`config.mk`:
```
export PLATFORM = sky130hd
export DESIGN_NAME = fetch_unit
export DESIGN_NICKNAME = d
export VERILOG_FILES = /design/src/rtl/fetch_unit.sv
export SDC_FILE = /design/constraint.sdc
export NUM_CORES = 1
export LEC_CHECK = 0
export CAP_MARGIN = 15
export CELL_PAD_IN_SITES_DETAIL_PLACEMENT = 1
export CELL_PAD_IN_SITES_GLOBAL_PLACEMENT = 2
export CORE_UTILIZATION = 24
export CTS_CLUSTER_DIAMETER = 80
export DETAILED_ROUTE_END_ITERATION = 16
export PLACE_DENSITY_LB_ADDON = 0.08
export SETUP_SLACK_MARGIN = 0.5
export SLEW_MARGIN = 20
export SYNTH_ARGS = -nofsm -noshare
export SYNTH_HDL_FRONTEND = slang
export SYNTH_SLANG_ARGS = --single-unit
```
`constraint.sdc`:
```
create_clock -name clk -period 3.7 [get_ports clk]
set_clock_uncertainty 0.1 [all_clocks]
set_input_delay 0.925 -clock clk [delete_from_list [all_inputs] [get_ports clk]]
set_output_delay 0.925 -clock clk [all_outputs]
set_load 0.005 [all_outputs]
```
`src/rtl/fetch_unit.sv`:
```
// fetch_unit: PC/IR owner answering IRWrite/PCWrite, with a variable-latency imem handshake.
// Revision 1.0 - initial release.
`default_nettype none

module fetch_unit #(
  parameter logic [31:0] RESET_PC = 32'h0000_0000,
  parameter int          TIMEOUT  = 16,
  parameter logic [31:0] NOP      = 32'h0000_0000
) (
  input  logic        clk,
  input  logic        rst,
  input  logic        clk_en,
  input  logic        IRWrite,
  input  logic        PCWrite,
  input  logic [31:0] pc_next,
  output logic [31:0] pc,
  output logic [31:0] instr,
  output logic [5:0]  opcode,
  output logic [5:0]  funct,
  output logic        fetch_stall,
  output logic        fetch_err,
  output logic        imem_req,
  output logic [31:0] imem_addr,
  input  logic [31:0] imem_rdata,
  input  logic        imem_valid
);

  localparam int            CW       = $clog2(TIMEOUT);
  localparam logic [CW-1:0] CNT_LAST = CW'(TIMEOUT - 1);

  typedef enum logic [0:0] {
    S_IDLE = 1'b0,
    S_WAIT = 1'b1
  } state_t;

  state_t        state_q, state_d;
  logic [31:0]   pc_q, pc_d;
  logic [31:0]   instr_q, instr_d;
  logic [31:0]   addr_q, addr_d;
  logic          err_q, err_d;
  logic [CW-1:0] cnt_q, cnt_d;

  always_ff @(posedge clk or posedge rst) begin
    if (rst) begin
      state_q <= S_IDLE;
      pc_q    <= RESET_PC;
      instr_q <= NOP;
      addr_q  <= 32'h0000_0000;
      err_q   <= 1'b0;
      cnt_q   <= '0;
    end else begin
      state_q <= state_d;
      pc_q    <= pc_d;
      instr_q <= instr_d;
      addr_q  <= addr_d;
      err_q   <= err_d;
      cnt_q   <= cnt_d;
    end
  end

  always_comb begin
    state_d = state_q;
    pc_d    = pc_q;
    instr_d = instr_q;
    addr_d  = addr_q;
    err_d   = err_q;
    cnt_d   = cnt_q;

    // PC load is independent of the fetch FSM; a same-cycle fetch still uses the old pc_q.
    if (clk_en && PCWrite) begin
      pc_d = pc_next;
    end

    case (state_q)
      S_IDLE: begin
        if (clk_en && IRWrite) begin
          if (pc_q[1:0] == 2'b00) begin
            addr_d  = pc_q;
            cnt_d   = '0;
            state_d = S_WAIT;
          end else begin
            instr_d = NOP;
            err_d   = 1'b1;
          end
        end
      end
      S_WAIT: begin
        // Data arriving on the timeout cycle takes priority over the abort.
        if (imem_valid) begin
          instr_d = imem_rdata;
          state_d = S_IDLE;
        end else if (cnt_q == CNT_LAST) begin
          instr_d = NOP;
          err_d   = 1'b1;
          state_d = S_IDLE;
        end else begin
          cnt_d = cnt_q + 1'b1;
        end
      end
    endcase
  end

  assign pc          = pc_q;
  assign instr       = instr_q;
  assign opcode      = instr_q[31:26];
  assign funct       = instr_q[5:0];
  assign fetch_stall = (state_q == S_WAIT);
  assign imem_req    = (state_q == S_WAIT);
  assign imem_addr   = addr_q;
  assign fetch_err   = err_q;

endmodule

`default_nettype wire

```
==> metrics.txt <==
type of the most critical hold path reg2reg; clock tree buffer depth 2; synthesized area approximately 4000 sq um; CTS resizes 0; Worst-Skew Late Latency 350 ps; Tightest Pin Transition ~750 ps; Mapped Avg Cell Area 15.9 sq um; Internal 0.00286 W; Hold Crit Start fetch_err$_DFFE_PP0P_; CP max FO 13; FF-to-FF Start fetch_stall$_DFF_PP0_; Async SR Flop Fraction 1.00; CP Depth 1; root buffer cell clkbuf_16; leakage dissipation 2.79 nW; Final Hold Fails 0; Die ar. 17,500 sq um; Max H-tree Level 3; Final Critical Period 2560 ps; Initial DRC Count 58; Core Region around 17,000 sq um; Final Slew Violations 0; RSZ-0062 raised after global routing false; Pwr Density ~600 nW/um^2; Antenna Nets Post-Route 0; grt total ovfl 0; Worst Path Arrival 1540 ps; Period Utilization, post-route 0.693; Placed Area 6030 sq um; Post-CTS Setup Bufs 0; Post-synth EDFFs 0; switch share 0.246; first-pass iteration count of the detailed router 4; max-cap violations 0; Yosys reg bits between 100 and 150; VDD IR-drop max 227 uV; worst r2r path cells 3; cells after synthesis about 260; drt drc 0; Hold Crit Depth 2; part of the power in registers 0.418; Area growth, synth to finish 56.1%; starting density of the core 0.245; commonest non-fill, non-tap cell in the layout clkdlybuf4s50_1; crit-path max cell delay 600 ps; Startpoint Class flip-flop; largest net degree at the start of global routing 40; Req. time, crit path 2670 ps; Slew headroom 0.502; WHS Endpoint fetch_err$_DFFE_PP0P_; layout cells sized above 1 0.209; CP top delay family flip-flops; Top FF cell, synth dfrtp_1; Gate power share 0.315; Buf/Inv on CP 1; port buffer count 180; r2r setup slk 1700 ps; Reg clk slew, reported paths ~70 ps; initial antenna violation count 0; Fillers 1,721; via count 2,764; status finished, final reports clean; Final Wtd Congestion 0.728; ANT cells 0; Critical Path, Cell by Cell clkdlybuf4s50_1; Synth Warn # 0; CTS Hold Bufs 0; detailed placement HPWL 6.99 mm; Seq/Total Area, Yosys 0.628; worst r2r dst imem_addr[30]$_DFFE_PP0P_; layout net count 496; setup TNS 0 ps; Crit. End Element output pin; Setup CP Type reg2out; first-pass GRT wire length 16.9 mm; Sw Pwr 0.000935 W; post-synth net total ~330; Vias/cell about 4.3; Chip Width 132 microns; Clk pwr share 0.267; Clock Sinks 102; vias in the first global route 3,065; drt total wl 10.4 mm; Final Cell Area 6350 sq um; Rows 47; Inserted Clock Buffers 9; CTS tree done; Netlist cell types 32; Vert. Die Dim 132 microns; drt wl/cell 16.0 microns; IO Count 181; Final setup viols 0; Fmax a little under 0.4 GHz; most frequent cells in the layout clkdlybuf4s50_1 (180), dfrtp_1 (102), mux2_2 (35), a22o_1 (33), mux2_4 (28); GR Util All Layers 0.126; Max stage delay cell, worst path dfrtp_1
==> kinds of logic after synthesis <==
family	after synthesis	synth area share
AO/OA/AOI/OAI	41	0.0880
adder cells (fa/ha/maj)	1	0.00308
buffers and inverters	31	0.0508
flip-flops	102	0.628
multiplexers	64	0.203
AND/OR/NAND/NOR	17	0.0274
==> state kept, by name (all words and copies together) (netlist names) <==
signal and count:
cnt_q 4, fetch_err 1, fetch_stall 1, imem_addr 32, instr 32, pc 32
==> how the worst max path moves through the flow <==
stage / from / end / slack (ps)
6_report: fetch_stall$_DFF_PP0_ / fetch_stall / 1140
5_1_grt: fetch_stall$_DFF_PP0_ / fetch_stall / 1030
4_1_cts: fetch_stall$_DFF_PP0_ / fetch_stall / 1080
3_5_place_dp: clk_en / imem_addr[31]$_DFFE_PP0P_ / 850
3_3_place_gp: clk_en / imem_addr[30]$_DFFE_PP0P_ / 910
2_1_floorplan: rst / cnt_q[0]$_DFFE_PP0P_ / 1460
==> cell type report <==
type / instances / area, sq um / area share
multi-input combinational: 123 / 1310 / 0.206
inverter: 4 / 18.8 / 0.00296
clock buffer: 10 / 229 / 0.0361
tap: 220 / 275 / 0.0434
clock inverter: 6 / 86.3 / 0.0136
timing repair buffer: 185 / 1880 / 0.296
sequential: 102 / 2550 / 0.402
==> synth_stat cells (all sizes together), types with 2 or more instances <==
cell | number | share of area
a22o | 33 | 0.071
and2 | 3 | 0.0046
buf | 26 | 0.046
dfrtp | 102 | 0.63
inv | 4 | 0.0037
mux2 | 63 | 0.20
nand2 | 3 | 0.0046
nand3 | 2 | 0.0025
==> power groups by stage <==
stage / Combinational, W / Sequential, W / Clock, W
detailed placement: 0.00122 / 0.00160 / 0
global placement: 0.00122 / 0.00160 / 0
CTS: 0.00123 / 0.00159 / 0.00107
global route: 0.00129 / 0.00164 / 0.00110
finish: 0.00120 / 0.00159 / 0.00101
floorplan: 0.000454 / 0.00160 / 0
==> per-layer routing <==
| layer | part of all wire | track usage | vias to the layer above |
|---|---|---|---|
| li1 | - | - | 1245 |
| met1 | 0.44 | 0.158 | 1373 |
| met2 | 0.43 | 0.187 | 133 |
| met3 | 0.11 | 0.0577 | 13 |
| met4 | 0.015 | 0.0484 | 0 |
| met5 | 0 | 0 | - |
==> through the flow <==
step                      setup slack (ps)  hold WS, ps   util  cells  power [W]
after floorplan                       1460          372      -    256    0.00206
after global placement                 907          383  0.364    634    0.00282
after detailed placement               853          381  0.364    634    0.00283
after CTS                             1080          404  0.383    650    0.00389
after global routing                  1030          416  0.383    650    0.00403
final                                 1140          398  0.383    650    0.00380
Power figures use the tool's default switching activity.
